$ cat src/rtl/ldst_buffer.sv
// In-order load/store buffer placed directly upstream of the data memory unit.
// Micro-ops from dispatch are held in a circular queue. Their base and store-data
// operands are captured from the CDB. The oldest entry issues once it is ready.
// Issue outputs are registered, so the negedge-clocked memory array samples
// stable values.
module ldst_buffer #(
  parameter int DEPTH   = 8,
  parameter int ROBEN_W = 5
) (
  input  logic               clk,
  input  logic               rst,
  input  logic               flush,
  input  logic               DISP_valid,
  input  logic               DISP_is_store,
  input  logic [ROBEN_W-1:0] DISP_ROBEN,
  input  logic [ROBEN_W-1:0] DISP_ROBEN1,
  input  logic [31:0]        DISP_ROBEN1_VAL,
  input  logic [ROBEN_W-1:0] DISP_ROBEN2,
  input  logic [31:0]        DISP_ROBEN2_VAL,
  input  logic [31:0]        DISP_Immediate,
  input  logic               CDB_valid,
  input  logic [ROBEN_W-1:0] CDB_ROBEN,
  input  logic [31:0]        CDB_Result,
  input  logic [ROBEN_W-1:0] ROB_head_ROBEN,
  output logic               LdStB_FULL,
  output logic               LdStB_MEMU_Read_en,
  output logic               LdStB_MEMU_Write_en,
  output logic [ROBEN_W-1:0] LdStB_MEMU_ROBEN,
  output logic [31:0]        LdStB_MEMU_ROBEN1_VAL,
  output logic [31:0]        LdStB_MEMU_Immediate,
  output logic [31:0]        LdStB_MEMU_address,
  output logic [31:0]        LdStB_MEMU_data
);

  localparam int PTR_W = $clog2(DEPTH);
  localparam int CNT_W = PTR_W + 1;

  // A tag of zero means the matching value field already holds the operand.
  typedef struct packed {
    logic               is_store;
    logic [ROBEN_W-1:0] roben;
    logic [ROBEN_W-1:0] tag1;
    logic [31:0]        val1;
    logic [ROBEN_W-1:0] tag2;
    logic [31:0]        val2;
    logic [31:0]        imm;
  } entry_t;

  entry_t             mem [DEPTH];
  logic [DEPTH-1:0]   occupied;
  logic [PTR_W-1:0]   head;
  logic [PTR_W-1:0]   tail;
  logic [CNT_W-1:0]   count;

  entry_t             head_entry;
  entry_t             disp_entry;
  logic               head_ready;
  logic               do_disp;

  // Full is taken from the registered count, so a full cycle drops dispatch even while the head pops.
  assign LdStB_FULL = (count == CNT_W'(DEPTH));
  assign do_disp    = DISP_valid && !LdStB_FULL;

  // Head readiness comes from registered state, and the incoming entry snoops the CDB in the same cycle.
  always_comb begin
    // NOTE: every always_comb output gets a default first, so no path can infer a latch.
    head_entry = mem[head];
    head_ready = 1'b0;
    disp_entry = '0;

    if (count != '0 && head_entry.tag1 == '0) begin
      head_ready = !head_entry.is_store ||
                   (head_entry.tag2 == '0 && head_entry.roben == ROB_head_ROBEN);
    end

    disp_entry.is_store = DISP_is_store;
    disp_entry.roben    = DISP_ROBEN;
    disp_entry.imm      = DISP_Immediate;
    disp_entry.tag1     = DISP_ROBEN1;
    disp_entry.val1     = DISP_ROBEN1_VAL;
    if (CDB_valid && DISP_ROBEN1 != '0 && DISP_ROBEN1 == CDB_ROBEN) begin
      disp_entry.tag1 = '0;
      disp_entry.val1 = CDB_Result;
    end
    // A load's store-data operand is never consulted, so it is stored as ready.
    if (DISP_is_store) begin
      disp_entry.tag2 = DISP_ROBEN2;
      disp_entry.val2 = DISP_ROBEN2_VAL;
      if (CDB_valid && DISP_ROBEN2 != '0 && DISP_ROBEN2 == CDB_ROBEN) begin
        disp_entry.tag2 = '0;
        disp_entry.val2 = CDB_Result;
      end
    end
  end

  // Entry storage: CDB operand capture on occupied entries, then the dispatch write at the tail.
  always_ff @(posedge clk) begin
    // NOTE: the entry array has no reset. The occupied bits and the pointers decide which entries are live.
    for (int i = 0; i < DEPTH; i++) begin
      if (CDB_valid && occupied[i] && mem[i].tag1 != '0 && mem[i].tag1 == CDB_ROBEN) begin
        mem[i].tag1 <= '0;
        mem[i].val1 <= CDB_Result;
      end
      if (CDB_valid && occupied[i] && mem[i].tag2 != '0 && mem[i].tag2 == CDB_ROBEN) begin
        mem[i].tag2 <= '0;
        mem[i].val2 <= CDB_Result;
      end
    end
    if (do_disp) begin
      mem[tail] <= disp_entry;
    end
  end

  // Queue control and registered issue port, with priority rst > flush > issue/dispatch.
  always_ff @(posedge clk) begin
    // NOTE: sequential state uses non-blocking assignments, so every read sees the pre-edge value.
    if (rst) begin
      head                  <= '0;
      tail                  <= '0;
      count                 <= '0;
      occupied              <= '0;
      LdStB_MEMU_Read_en    <= 1'b0;
      LdStB_MEMU_Write_en   <= 1'b0;
      LdStB_MEMU_ROBEN      <= '0;
      LdStB_MEMU_ROBEN1_VAL <= '0;
      LdStB_MEMU_Immediate  <= '0;
      LdStB_MEMU_address    <= '0;
      LdStB_MEMU_data       <= '0;
    end else if (flush) begin
      head                <= '0;
      tail                <= '0;
      count               <= '0;
      occupied            <= '0;
      LdStB_MEMU_Read_en  <= 1'b0;
      LdStB_MEMU_Write_en <= 1'b0;
    end else begin
      LdStB_MEMU_Read_en  <= 1'b0;
      LdStB_MEMU_Write_en <= 1'b0;
      if (head_ready) begin
        head                  <= head + PTR_W'(1);
        occupied[head]        <= 1'b0;
        LdStB_MEMU_Read_en    <= !head_entry.is_store;
        LdStB_MEMU_Write_en   <= head_entry.is_store;
        LdStB_MEMU_ROBEN      <= head_entry.roben;
        LdStB_MEMU_ROBEN1_VAL <= head_entry.val1;
        LdStB_MEMU_Immediate  <= head_entry.imm;
        LdStB_MEMU_address    <= head_entry.val1 + head_entry.imm;
        LdStB_MEMU_data       <= head_entry.is_store ? head_entry.val2 : 32'd0;
      end
      // head == tail with both active cannot happen: an empty queue never issues and a full one never accepts.
      if (do_disp) begin
        tail           <= tail + PTR_W'(1);
        occupied[tail] <= 1'b1;
      end
      count <= count + CNT_W'(do_disp) - CNT_W'(head_ready);
    end
  end

endmodule

$ cat config.mk
export PLATFORM = sky130hd
export DESIGN_NAME = ldst_buffer
export DESIGN_NICKNAME = d
export VERILOG_FILES = /design/src/rtl/ldst_buffer.sv
export SDC_FILE = /design/constraint.sdc
export NUM_CORES = 2
export LEC_CHECK = 0
export ABC_AREA = 1
export CORE_UTILIZATION = 45
export DETAILED_ROUTE_END_ITERATION = 7
export SKIP_CTS_REPAIR_TIMING = 1
export SLEW_MARGIN = 30
export SYNTH_ARGS = -nofsm -noshare
export SYNTH_HDL_FRONTEND = slang
export SYNTH_SLANG_ARGS = --single-unit
$ cat constraint.sdc
create_clock -name clk -period 17.8 [get_ports clk]
set_input_delay 3.56 -clock clk [delete_from_list [all_inputs] [get_ports clk]]
set_output_delay 3.56 -clock clk [all_outputs]
set_load 0.01 [all_outputs]
# Word-level counts from Yosys, hierarchy flattened
# Memories as Yosys holds them, arrays and structs flattened. A register that Yosys moved wholly into a read port is not among the register bits.
# Cells that the tools add are included.
# totals
register_bits,153
inputBits,159
out_inout_bits,136
mem_bits_rw,896
word_cells,171
mem_count,1
# mem_list
memory,words,word_bits,read_ports,rd_ports_with_merged_regs,wr,line_no,rtl
mem,8,112,9,1,9,49,entry_t mem [DEPTH];
# op_classes
n_eq_ne,20
n_lt_le_gt_ge,4
addsub,5
reduce_logical,76
n_mux,49
bitwise,5
# op_table
op,n
2-to-1 mux 37 bit,3
equality test 5 bit,19
nonzero test 5 bit,18
logical AND 1 bit,49
2-to-1 mux 1 bit,37
adder 32 bit,1
2-to-1 mux 32 bit,1
2-to-1 mux 8 bit,4
zero test 5 bit,2
AND 8 bit,1
< comparator 3 x 4 -> 1 bit (second input constant),2
inverter 8 bit,1
bitwise OR 8 bit,1
adder 3 x 1 -> 3 bit (second input constant),2
demux 1 bit (select 3 bit),2
>= comparator 3 x 1 -> 1 bit (second input constant),2
2-to-1 mux 3 bit,2
adder 4 x 1 -> 4 bit,1
equality test 4 bit (second input constant),1
nonzero test 4 bit,1
subtractor 4 x 1 -> 4 bit,1
OR reduction 3 bit,1
zero test 1 bit,2
inverter 1 bit,2
other kinds (3),3

# Depth between registers and ports, before layout
# depth
ltp_word,11
mapped_depth,25
mapped_depth_nobuf,22

# Worst setup path after synthesis
# Ideal clock, no wire load.
# synth_timing
kind,input -> register
startpoint,in CDB_ROBEN[2]
endpoint,mem mem[6][32] in the netlist's numbering (enable)
path_buffers,3
required_time_ps,17266
t_arrival_ps,8303
path_slack_ps,8963
stages,6
cell_sequence,clkbuf_1 inv_1 clkbuf_1 clkbuf_1 o221ai_1 o41ai_1
# synth_lines
element,line_no,rtl
"start, declared",22,"input logic [ROBEN_W-1:0] CDB_ROBEN,"
"end, declared",49,

==> impl_metrics.ini <==
[cts]
cts_num_sinks = 1052
cts-buffers-inserted = 111
path_clk_slew_ps = 60
clock_tree.root_cell = clkbuf_16
cts_tree = yes
cts_buffer_depth = 3
clk_latency_ps = 730
htreeDepth = 3

[final_layout]
final_area_um2 = 57400
layout-drive-gt1-share_pct = 5.46
multiInputGateArea_um2 = 16800
area_delta_synth_final_pct = 15.2
final_cells = 7044
fillCellCount = 9951
regArea_um2 = 30000
final_nets = 5668
utilization_pct = 52.5

[yosys]
synthTopCellsByCount = nand2_1 (964), o21ai_0 (946), edfxtp_1 (896)
seq_area_frac_synth_pct = 60.2
ys.flop_type = edfxtp_1
postSynth.asyncResetShare_pct = 0
yosysWarningCount = 0
synth.top_cell.area_share_pct = 54.0
synthTopCellsByArea = edfxtp_1 (54%), o21ai_0 (9.5%), nand2_1 (7.3%)
synth_top_cell_by_area = edfxtp_1
ys_ff_latch = 1052
syn_nets = 5571
yosysMostFrequentCell = nand2_1
syn_avg_cell_area_um2 = 9.28
synth_edf_count = 896
synth_cell_types = 45
netlist_area_um2 = 49900
syn_inst = 5371

[sta]
setup_slack_ps = 10710
period_needed_ps = 7090
final_hold_viol_count = 0
fmax_mhz = 141
rsz0062_at_grt = false
drv_slew = 0
maxSlewHeadroom_pct = 25.4
finClkSkew_ps = 42.7
fin_crit_sh_pct = 39.8
tightest_slew_ps = 1090
setup_viol = 0
setup-tns-final_ps = 0

[die]
start_util_pct = 45.6
ioPinCount = 295
die_w_um = 335
die_height_um = 335
die-area_um2 = 112000
std_cell_rows = 121
coreArea_um2 = 109000

[setup_path]
crit_chain = clkdlybuf4s50_1 > inv_1 > nand2_1 > o21ai_0 > nor4_1 > nand2_1 > inv_2 > buf_4 > o211ai_1 > o21ai_0
critPathKind = in2reg
cp_max_fo = 64
worstPathArrival_ps = 7600
end_kind = flop
critPathRequiredTime_ps = 18310
rr_worst_depth = 19
critPathMaxStageDelay_ps = 1060
slowest_stage = clkdlybuf4s50_1
worst_setup_path_start_kind = input port
r2r_slack_ps = 12160
crit_family = buffers and inverters
cp.buffers_inverters = 4
worstReg2RegEnd = LdStB_MEMU_address[27]$_SDFFE_PP0P_

[detailed_routing]
met2_length_um = 74800
routed_wl_um = 159000
drtAntennaViolNets = 0
viasPerCell = 5.59
drc_errors = 0
routed.top_layer = met5
wire_per_inst_um = 22.6
drt_iter0_markers = 3997
met1Wirelength_um = 65500
num_vias = 39400
dr_wl_met3_um = 12700
drtPass1Iterations = 6

[placement]
io_buffers = 294
placed_cells = 6830
dpl.hpwl_um = 97600
place.gp.congestion = 0.906
dp_slack_ps = 10100
post_dp_cell_area_um2 = 53800

[grt]
grtUsageTotal_pct = 27.9
grt_max_degree = 167
grt_pass1_wl_um = 233000
antenna_found_initial = 7
gr-total-overflow = 0
grt_pass1_vias = 36988

[run]
drv_cap = 0

[worst_hold_path]
hold_end = occupied[1]$_SDFF_PP0_
min-delay-start = occupied[1]$_SDFF_PP0_
hold_path_depth = 2
min_path_type = reg2reg

[status]
status = complete, no violations

[power_and_ir_drop]
leakagePower_nw = 21.8
irDropWorstVdd_uv = 75.2
pwr_density_cell_nw_per_um2 = 95.1
[where the power goes]
| group | internal (W) | switching (W) |
|---|---|---|
| clock network | 0.00128 | 0.000981 |
| registers | 0.00272 | 0.0000108 |
| logic | 0.000143 | 0.000330 |
[cells in the final DEF (no fill, tap or decap), types with 33 or more instances in the layout]
master,count
o21ai_0,940
o211ai_1,34
nor2_1,860
nand3_1,91
a21oi_1,92
o22ai_1,194
inv_2,37
ha_1,39
buf_4,57
clkbuf_16,114
inv_1,385
mux2i_1,39
nand4_1,84
clkdlybuf4s50_1,293
edfxtp_1,896
dfxtp_1,153
clkinv_1,33
nand2_1,957
[final cells by class]
type | count | share of cell area [%]
sequential | 1052 | 52.3
multi-input combinational | 3511 | 29.3
timing repair buffer | 358 | 6.09
clock buffer | 143 | 5.18
tap | 1476 | 3.22
inverter | 434 | 2.89
clock inverter | 68 | 0.961
antenna | 2 | 0.00872
[tightest hold or removal path: stages, from the launching register on]
cell	delay (ps)
dfxtp_1	310
nand2_1	60
a21oi_1	50
[metal layers]
layer,up-vias,GRT usage [%]
met4,8,11.0
met1,18785,36.7
met3,293,4.64
met5,-,0
li1,18665,-
met2,1649,45.8
[per-stage QoR]
| stage | total power, W | hold WS (ps) |
|---|---|---|
| floorplan | 0.00305 | 439 |
| global placement | 0.00324 | 450 |
| detailed placement | 0.00324 | 456 |
| CTS | 0.00548 | 468 |
| global route | 0.00562 | 490 |
| finish | 0.00546 | 465 |
[registers in the layout (all words and copies together), names as in the netlist, named ones only]
signal                 cells
mem                      896
LdStB_MEMU_Immediate      32
LdStB_MEMU_ROBEN1_VAL     32
LdStB_MEMU_address        32
LdStB_MEMU_data           32
occupied                   8
LdStB_MEMU_ROBEN           5
count                      4
head                       3
tail                       3
LdStB_MEMU_Read_en         1
LdStB_MEMU_Write_en        1
[worst max-delay path by stage]
stage	startpoint	end	slack, ps	cells after the start
after detailed placement	CDB_ROBEN[4]	mem[1][36]$_DFFE_PP_	10100	11
final	CDB_ROBEN[4]	mem[1][36]$_DFFE_PP_	10710	10
after floorplan	CDB_ROBEN[2]	mem[6][32]$_DFFE_PP_	8960	6
after global routing	CDB_ROBEN[4]	mem[1][36]$_DFFE_PP_	10490	10
after global placement	CDB_ROBEN[4]	mem[4][51]$_DFFE_PP_	10110	11
after CTS	CDB_ROBEN[4]	mem[1][36]$_DFFE_PP_	10780	10
[cells by family after synthesis]
group / share of synthesized area [%]
and+or+nand+nor: 16.3
AOI/OAI and AO/OA: 14.4
DFF: 60.2
buffers and inverters: 6.43
xor gates and xnor gates: 0.755
muxes: 0.823
adders and majority gates: 1.06
(Power assumes the default switching activity.)
